<file path="config.mk">
export PLATFORM = sky130hd
export DESIGN_NAME = data_channel_scheduler
export DESIGN_NICKNAME = d
export VERILOG_FILES = /design/src/rtl/data_channel_scheduler.sv
export SDC_FILE = /design/constraint.sdc
export NUM_CORES = 1
export LEC_CHECK = 0
export ABC_CLOCK_PERIOD_IN_PS = 3100
export CAP_MARGIN = 20
export CORE_MARGIN = 1
export CORE_UTILIZATION = 45
export CTS_CLUSTER_DIAMETER = 60
export CTS_CLUSTER_SIZE = 12
export DETAILED_ROUTE_END_ITERATION = 7
export PLACE_DENSITY_LB_ADDON = 0.25
export SETUP_SLACK_MARGIN = 0.2
export SYNTH_ARGS = -nofsm -noshare
export SYNTH_HDL_FRONTEND = slang
export SYNTH_SLANG_ARGS = --single-unit
</file>
<file path="constraint.sdc">
create_clock -name clk -period 3.1 [get_ports clk]
set_input_delay 0.62 -clock clk [delete_from_list [all_inputs] [get_ports clk]]
set_output_delay 0.62 -clock clk [all_outputs]
set_load 0.02 [all_outputs]
</file>
<file path="src/rtl/data_channel_scheduler.sv">
// Round-robin scheduler sharing one ECC data channel among NUM_REQ requesters,
// with bounded retry of uncorrectable results and saturating error statistics.
//
// state | meaning
// IDLE  | arbitrate, accept one requester word
// WAIT  | count down channel latency, sample channel outputs at terminal count
// CHECK | classify sampled flags: respond or re-drive the same word
// RESP  | hold response until rsp_ready
module data_channel_scheduler #(
  parameter int NUM_REQ    = 4,
  parameter int DATA_W     = 8,
  parameter int CH_LATENCY = 2,
  parameter int MAX_RETRY  = 2,
  parameter int CNT_W      = 16,
  localparam int ID_W      = $clog2(NUM_REQ)
) (
  input  logic                      clk,
  input  logic                      rst,
  input  logic [NUM_REQ-1:0]        req_valid,
  input  logic [NUM_REQ*DATA_W-1:0] req_data,
  output logic [NUM_REQ-1:0]        req_ready,
  output logic [DATA_W-1:0]         ch_data_in,
  input  logic [DATA_W-1:0]         ch_data_out,
  input  logic                      ch_err_det,
  input  logic                      ch_err_corr,
  output logic                      rsp_valid,
  input  logic                      rsp_ready,
  output logic [ID_W-1:0]           rsp_id,
  output logic [DATA_W-1:0]         rsp_data,
  output logic [1:0]                rsp_status,
  output logic                      busy,
  input  logic                      cnt_clr,
  output logic [CNT_W-1:0]          cnt_corrected,
  output logic [CNT_W-1:0]          cnt_uncorr
);

  localparam int LAT_W = (CH_LATENCY > 1) ? $clog2(CH_LATENCY) : 1;
  localparam logic [LAT_W-1:0] LAT_RELOAD = LAT_W'(CH_LATENCY - 1);
  localparam logic [2:0] RETRY_MAX = 3'(MAX_RETRY);

  typedef enum logic [1:0] {IDLE, WAIT, CHECK, RESP} state_t;

  state_t              state_q;
  logic [ID_W-1:0]     rr_q;
  logic [LAT_W-1:0]    lat_q;
  logic [2:0]          retry_q;
  logic [DATA_W-1:0]   ch_in_q;
  logic [DATA_W-1:0]   samp_data_q;
  logic                samp_det_q;
  logic                samp_corr_q;
  logic [ID_W-1:0]     rsp_id_q;
  logic [DATA_W-1:0]   rsp_data_q;
  logic [1:0]          rsp_status_q;
  logic [CNT_W-1:0]    cnt_corr_q;
  logic [CNT_W-1:0]    cnt_unc_q;

  logic                found;
  logic [ID_W-1:0]     idx;
  logic [ID_W-1:0]     gnt_id;
  logic [DATA_W-1:0]   gnt_word;
  logic [NUM_REQ-1:0]  gnt_oh;

  // first valid requester after the last grant, wrapping
  always_comb begin
    found    = 1'b0;
    idx      = '0;
    gnt_id   = '0;
    gnt_word = '0;
    gnt_oh   = '0;
    for (int k = 1; k <= NUM_REQ; k++) begin
      idx = ID_W'((int'(rr_q) + k) % NUM_REQ);
      if (!found && req_valid[idx]) begin
        found  = 1'b1;
        gnt_id = idx;
      end
    end
    for (int i = 0; i < NUM_REQ; i++) begin
      if (ID_W'(i) == gnt_id) gnt_word = req_data[i*DATA_W +: DATA_W];
    end
    if (found && state_q == IDLE) gnt_oh[gnt_id] = 1'b1;
  end

  assign req_ready     = gnt_oh;
  assign busy          = (state_q != IDLE);
  assign rsp_valid     = (state_q == RESP);
  assign ch_data_in    = ch_in_q;
  assign rsp_id        = rsp_id_q;
  assign rsp_data      = rsp_data_q;
  assign rsp_status    = rsp_status_q;
  assign cnt_corrected = cnt_corr_q;
  assign cnt_uncorr    = cnt_unc_q;

  always_ff @(posedge clk or negedge rst) begin
    if (!rst) begin
      state_q      <= IDLE;
      rr_q         <= ID_W'(NUM_REQ - 1);
      lat_q        <= '0;
      retry_q      <= '0;
      ch_in_q      <= '0;
      samp_data_q  <= '0;
      samp_det_q   <= 1'b0;
      samp_corr_q  <= 1'b0;
      rsp_id_q     <= '0;
      rsp_data_q   <= '0;
      rsp_status_q <= 2'b00;
      cnt_corr_q   <= '0;
      cnt_unc_q    <= '0;
    end else begin
      case (state_q)
        IDLE: begin
          if (found) begin
            ch_in_q <= gnt_word;
            rr_q    <= gnt_id;
            retry_q <= '0;
            lat_q   <= LAT_RELOAD;
            state_q <= WAIT;
          end
        end
        WAIT: begin
          if (lat_q == '0) begin
            samp_data_q <= ch_data_out;
            samp_det_q  <= ch_err_det;
            samp_corr_q <= ch_err_corr;
            state_q     <= CHECK;
          end else begin
            lat_q <= lat_q - LAT_W'(1);
          end
        end
        CHECK: begin
          if (samp_det_q && !samp_corr_q && (retry_q < RETRY_MAX)) begin
            // ch_in_q is untouched, so the same word is re-driven
            retry_q <= retry_q + 3'd1;
            lat_q   <= LAT_RELOAD;
            state_q <= WAIT;
          end else begin
            rsp_data_q <= samp_data_q;
            rsp_id_q   <= rr_q;
            state_q    <= RESP;
            if (!samp_det_q) begin
              rsp_status_q <= 2'b00;
            end else if (samp_corr_q) begin
              rsp_status_q <= 2'b01;
              if (cnt_corr_q != '1) cnt_corr_q <= cnt_corr_q + CNT_W'(1);
            end else begin
              rsp_status_q <= 2'b10;
              if (cnt_unc_q != '1) cnt_unc_q <= cnt_unc_q + CNT_W'(1);
            end
          end
        end
        RESP: begin
          if (rsp_ready) state_q <= IDLE;
        end
        default: state_q <= IDLE;
      endcase
      // clear overrides any increment on the same edge
      if (cnt_clr) begin
        cnt_corr_q <= '0;
        cnt_unc_q  <= '0;
      end
    end
  end

endmodule

</file>
==> results.sh, run 1 <==
export IMPL_powerDensity_nw_per_um2=692.3
export IMPL_cts_sinks=70
export IMPL_finClkSkew_ns=0.01132
export IMPL_fp_dieW_microns=92.51
export IMPL_postLayoutSetupSlackWorst_ns=0.2969
export IMPL_drtPass1Iterations=4
export IMPL_cts_max_path_buffers=2
export IMPL_clk_latency_ns=0.33
export IMPL_htree_levels=3
export IMPL_die_y_microns=92.51
export IMPL_syn_area_per_cell_sq_um=10.68
export IMPL_async_flop_share_pct=100.0
export IMPL_placementRows=32
export IMPL_ys_seq_area_share_pct=47.59
export IMPL_synth_area_sq_um=3686
export IMPL_synth_edff_count=0
export IMPL_gp_congestion=0.7816
export IMPL_hpwl_microns=5955
export IMPL_worstPathMaxFanout=5
export IMPL_drc=0
export IMPL_finalSetupTns_ns=0
export IMPL_fin_crit_sh_pct=90.42
export IMPL_hold_buffers=0
export IMPL_synth_warnings=0
export IMPL_min_period_ns=2.803
export IMPL_cp_required_ns=2.48
export IMPL_synth_area_leaders="dfrtp_1, mux2_2, xnor2_1, nor2_1, mux2i_1"
export IMPL_grt_pass1_vias=2999
export IMPL_die_area_sq_um=8557
export IMPL_layout_drive_gt1_share_pct=17.58
export IMPL_ys_flop_type="dfrtp_1"
export IMPL_synth_net_count=398
export IMPL_wire_per_inst_microns=14.24
export IMPL_cp_end_kind="primary output"
export IMPL_antenna_found_initial=0
export IMPL_synth_seq_cells=70
export IMPL_start_util_pct=47.21
export IMPL_grt_max_degree=71
export IMPL_grt_util_all_layers_pct=20.16
export IMPL_report_final_hold_viol_count=0
export IMPL_cp_arrival_ns=2.18
export IMPL_vdd_drop_max_mv=0.5202
export IMPL_netlist_area_leader_share_pct=46.16
export IMPL_synth_cell_types=55
export IMPL_worst_setup_path_type="in2out"
export IMPL_nNetsFinal=520
export IMPL_diodes=0
export IMPL_hp_class="in2async"
export IMPL_status="completed"
export IMPL_wirelength_microns=8171
export IMPL_gr_total_overflow=0
export IMPL_io_buffers=107
export IMPL_setup_viol=0
export IMPL_synthAdderAreaFrac_pct=1.018
export IMPL_ff2ff_setup_slack_ns=1.06
export IMPL_syn2layout_area_growth_pct=38.26
export IMPL_max_slew_margin_rel_pct=40.84
export IMPL_coreArea_sq_um=7807
export IMPL_postCtsSetupBuffers=0
export IMPL_post_synth_and_or_nand_nor_area_fraction_pct=21.18
export IMPL_synth_top_cell_by_area="dfrtp_1"
export IMPL_drt_iter0_drc=50
export IMPL_synth_compound_area_share_pct=11.03
export IMPL_vias=3072
export IMPL_ios=108
export IMPL_synth_most_common_cell="dfrtp_1"
export IMPL_n_fill_cell=649
export IMPL_via_per_inst=5.352
export IMPL_max_freq_mhz=356.8
export IMPL_rsz0062_at_grt="yes"
export IMPL_synthTopCellsByCount="dfrtp_1, nor2_1, xnor2_1"
export IMPL_clkTransAtPathRegs_ns=0.08
export IMPL_synth_cells=345
export IMPL_cts_tree="yes"
export IMPL_drv_cap=0
export IMPL_synth_xor_area_share_pct=5.703
export IMPL_cp_start_kind="input pin"
export IMPL_worstMarginPinSlew_ns=0.8842
export IMPL_cts_buffers=9
export IMPL_cts_root_buf="clkbuf_8"
export IMPL_place_ws_ns=-0.1024
export IMPL_synth_top_family_by_area="simple AND/OR/NAND/NOR gates"
export IMPL_slew_viol_final=0
export IMPL_muxShareOfSynthArea_pct=10.18
export IMPL_p_leak_uw=0.001998
export IMPL_grt_pass1_wl_microns=13920
export IMPL_antenna_left=0
==> state kept, by name, indices dropped and copies added (netlist names) <==
signal and flops:
rr_q 2, cnt_uncorr 16, samp_data_q 8, samp_corr_q 1
state_q 2, lat_q 1, rsp_id 2, retry_q 3
rsp_data 8, ch_data_in 8, samp_det_q 1, rsp_status 2
cnt_corrected 16
==> where the power goes <==
group | switching, uW | internal (uW)
Clock | 368 | 298
Sequential | 195 | 1170
Combinational | 722 | 772
==> cells in the final DEF, fill, tap and decap left out, types with 3 or more instances in the layout <==
cell type        instances
a21boi_0                 5
nand2b_1                 3
nor2_1                  48
nor3_1                  17
nand4_1                  7
buf_4                   17
xnor2_1                 24
a221oi_1                 3
mux2i_1                 15
nor3b_1                  3
nor4b_1                  3
inv_1                    8
clkbuf_2                 4
dfrtp_1                 68
clkdlybuf4s50_1        102
or2_2                    3
clkinvlp_4               3
clkbuf_8                 9
nand2_1                 15
ha_1                     3
nand3_1                  7
a211oi_1                 5
a2111oi_0                4
and4_1                   3
o21ai_0                 18
mux2_2                  20
or3_1                    3
a21oi_1                 11
==> through the flow <==
step	total power (uW)	instances	util (%)	hold slack, ns	cell area [sq um]
2_1_floorplan	2295	345	-	0.3244	3686
3_3_place_gp	2846	558	62.98	0.4828	4917
4_1_cts	3575	574	65.38	0.4393	5105
5_1_grt	3758	574	65.27	0.4676	5096
3_5_place_dp	2894	558	62.98	0.4894	4917
6_report	3528	574	65.27	0.4082	5096
==> final cells by class <==
| cell class | count | area, sq um | area share (%) |
|---|---|---|---|
| Inverter | 8 | 30.03 | 0.5892 |
| Multi-Input combinational cell | 255 | 1834 | 35.99 |
| Clock inverter | 7 | 57.56 | 1.129 |
| Timing Repair Buffer | 123 | 1169 | 22.93 |
| Sequential cell | 70 | 1754 | 34.42 |
| Tap cell | 102 | 127.6 | 2.504 |
| Clock buffer | 9 | 123.9 | 2.431 |
==> metal layers <==
metal | global-route usage [%] | part of all wire, % | vias up | wire [microns]
met5 | 0 | 0 | - | 0
met4 | 3.516 | 0 | 0 | 0
met3 | 5.090 | 5.3 | 0 | 435
met2 | 34.20 | 51 | 82 | 4144
met1 | 26.27 | 44 | 1491 | 3591
li1 | - | - | 1499 | -
==> kinds of logic (layout without fill, tap and decap cells) <==
group / count (synthesis) / count (layout)
AO/OA/AOI/OAI: 59 / 59
XOR/XNOR: 24 / 24
adder cells (fa/ha/maj): 3 / 3
buffers and inverters: 20 / 147
flip-flops: 70 / 70
multiplexers: 35 / 35
AND/OR/NAND/NOR: 134 / 134
==> final timing paths <==
kind	from	cells past startpoint	end
setup / recovery	req_valid[1]	6	req_ready[3]
hold reg to reg	samp_data_q[5]	1	samp_data_q[5]
min in group clk	samp_data_q[5]	1	samp_data_q[5]
max in group asynchronous	rst	1	cnt_uncorr[1]
setup reg to reg	rr_q[1]	6	ch_data_in[0]
hold / removal	rst	1	cnt_corrected[12]
==> what timing repair did <==
action,in CTS,in global routing
gates resized for setup,6,11
endpoints found under the setup margin,4,4
pin swaps,0,1
==> worst max-delay path: stages <==
cell and delay (ns):
clkdlybuf4s50_1 0.48, o21ai_0 0.18, o21ai_0 0.16, a211o_1 0.35, nor3_1 0.19, clkbuf_2 0.19
Power figures use the tool's default switching activity.
==> run 2, diff against run 1 <==
Settings changed: CELL_PAD_IN_SITES_DETAIL_PLACEMENT from default to 1, CELL_PAD_IN_SITES_GLOBAL_PLACEMENT from default to 1, CORE_UTILIZATION 45 to 39, SKIP_LAST_GASP from default to 1.
==> run 2 against run 1 <==
Worst hold slack got worse by 0.023 ns. Utilization is 9.7 points lower. Total power grew 0.96%. Sequential share of layout area shrank 0.076 points. Die area is 15% higher. Via count up 1.7%. Clock power is essentially flat.
==> results.sh, run 2 (synthesis gave the netlist of run 1 again) <==
export IMPL_hp_class="in2async"
export IMPL_fp_dieW_microns=99.22
export IMPL_grt_pass1_wl_microns=16210
export IMPL_cp_start_kind="input pin"
export IMPL_finClkSkew_ns=0.01485
export IMPL_layout_drive_gt1_share_pct=17.37
export IMPL_start_util_pct=40.08
export IMPL_drt_iter0_drc=92
export IMPL_crit_path_top_delay_cell="clkdlybuf4s50_1"
export IMPL_cp_top_family="buffers and inverters"
export IMPL_clk_latency_ns=0.35
export IMPL_antenna_left=0
export IMPL_grt_util_all_layers_pct=20.75
export IMPL_clkTransAtPathRegs_ns=0.09
export IMPL_grt_max_degree=71
export IMPL_wirelength_microns=9516
export IMPL_cp_required_ns=2.48
export IMPL_htree_levels=3
export IMPL_dp_cells=567
export IMPL_max_freq_mhz=357.6
export IMPL_cts_sinks=70
export IMPL_stdcell_count=583
export IMPL_placementRows=35
export IMPL_p_leak_uw=0.002022
export IMPL_cts_max_path_buffers=2
export IMPL_cp_arrival_ns=2.18
export IMPL_grt_pass1_vias=3232
export IMPL_status="completed"
export IMPL_vias=3124
export IMPL_setup_viol=0
export IMPL_diodes=0
export IMPL_powerDensity_nw_per_um2=697.4
export IMPL_path_cells="clkdlybuf4s50_1, buf_4, nor4_2, nor2_2, nand2_1, nor2_1, dlygate4sd2_1"
export IMPL_path_buf_inv=3
export IMPL_worst_setup_path_type="in2out"
export IMPL_rsz0062_at_grt="no"
export IMPL_fin_crit_sh_pct=90.22
export IMPL_syn2layout_area_growth_pct=38.56
export IMPL_antenna_found_initial=0
export IMPL_crit_path_max_incr_delay_ns=0.45
export IMPL_drtPass1Iterations=6
export IMPL_gp_congestion=0.7506
export IMPL_cts_tree="yes"
export IMPL_cp_end_kind="primary output"
export IMPL_layout_commonest_cell="clkdlybuf4s50_1"
export IMPL_cts_buffers=9
export IMPL_coreArea_sq_um=9196
export IMPL_hpwl_microns=6817
export IMPL_ios=108
export IMPL_drv_cap=0
export IMPL_io_buffers=107
export IMPL_drc=0
export IMPL_via_per_inst=5.358
export IMPL_worstMarginPinSlew_ns=0.9039
export IMPL_mostFrequentLayoutCells="clkdlybuf4s50_1, dfrtp_1, nor2_1, xnor2_1, mux2_2"
export IMPL_slew_viol_final=0
export IMPL_placed_area_sq_um=4928
export IMPL_die_area_sq_um=9845
export IMPL_ff2ff_setup_slack_ns=0.97
export IMPL_cts_root_buf="clkbuf_8"
export IMPL_worstPathMaxFanout=5
export IMPL_report_final_hold_viol_count=0
export IMPL_rr_startpoint="rr_q[1]"
export IMPL_n_fill_cell=1022
export IMPL_max_slew_margin_rel_pct=39.74
export IMPL_vdd_drop_max_mv=0.4419
export IMPL_postCtsSetupBuffers=0
export IMPL_cp_startpoint="req_valid[0]"
export IMPL_nNetsFinal=520
export IMPL_min_period_ns=2.797
export IMPL_postLayoutCellArea_sq_um=5107
export IMPL_gr_total_overflow=0
export IMPL_die_y_microns=99.22
export IMPL_wire_per_inst_microns=16.32
-- run 2: cell count changes in the layout (fill, tap and decap cells not counted), sizes merged --
cell           before  now
clkdlybuf4s50     102   99
clkbuf             13   11
dlygate4sd2         0    2
dlymetal6s2s        0    2
buf                17   18
clkinv              2    3
inv                10    9
-- run 2: per-layer routing --
layer  global-route usage [%]  part of all wire, %
met1                    26.95                   45
met2                    34.46                   50
met3                    5.130                  4.0
met4                    5.882                  1.3
met5                        0                    0
-- run 2: worst reg2reg max path, stage by stage, from the launching register on --
cell and delay, ns:
dfstp_2 0.65, nand2_1 0.10, o22a_2 0.25, and2_4 0.16, buf_4 0.20, a2111oi_0 0.53
a211oi_1 0.10
-- run 2: repair_timing --
action / in CTS / in global routing
hold buffers: 0 / 0
gates cloned: 0 / 0
endpoints found under the setup margin: 4 / 4
resized for setup: 13 / 8
-- run 2: cell type report --
class	instances	area, sq um	area share, %
timing repair buffer	123	1176	23.03
tap	111	138.9	2.719
multi-input combinational	255	1834	35.91
clock inverter	7	50.05	0.9799
inverter	8	30.03	0.5879
sequential	70	1754	34.35
clock buffer	9	123.9	2.425
-- run 2: metrics by stage --
step           hold slack, ns  worst slack (ns)  util [%]  TNS (ns)  total power, uW
6_report               0.3848            0.3033     55.54         0             3562
5_1_grt                0.4488            0.2051     55.54         0             3801
4_1_cts                0.4242            0.1700     55.63         0             3611
3_5_place_dp           0.4876           -0.1613     53.59   -0.5041             2927
3_3_place_gp           0.4827          -0.06946     53.59  -0.07728             2859
2_1_floorplan          0.3244            0.6806         -         0             2295
-- run 2: worst paths after layout --
kind	to	depth (start not counted)
worst max-delay path	req_ready[0]	7
worst min-delay path	cnt_corrected[12]	1
worst max register to register	ch_data_in[4]	6
worst min register to register	samp_data_q[5]	1
max in group asynchronous	state_q[1]	1
min in group clk	samp_data_q[5]	1
-- run 2: power breakdown --
group          leakage [uW]  switching [uW]  internal [uW]
Sequential         0.000894             179           1170
Clock             0.0000816             378            291
Combinational       0.00105             766            775
Total               0.00202            1320           2240
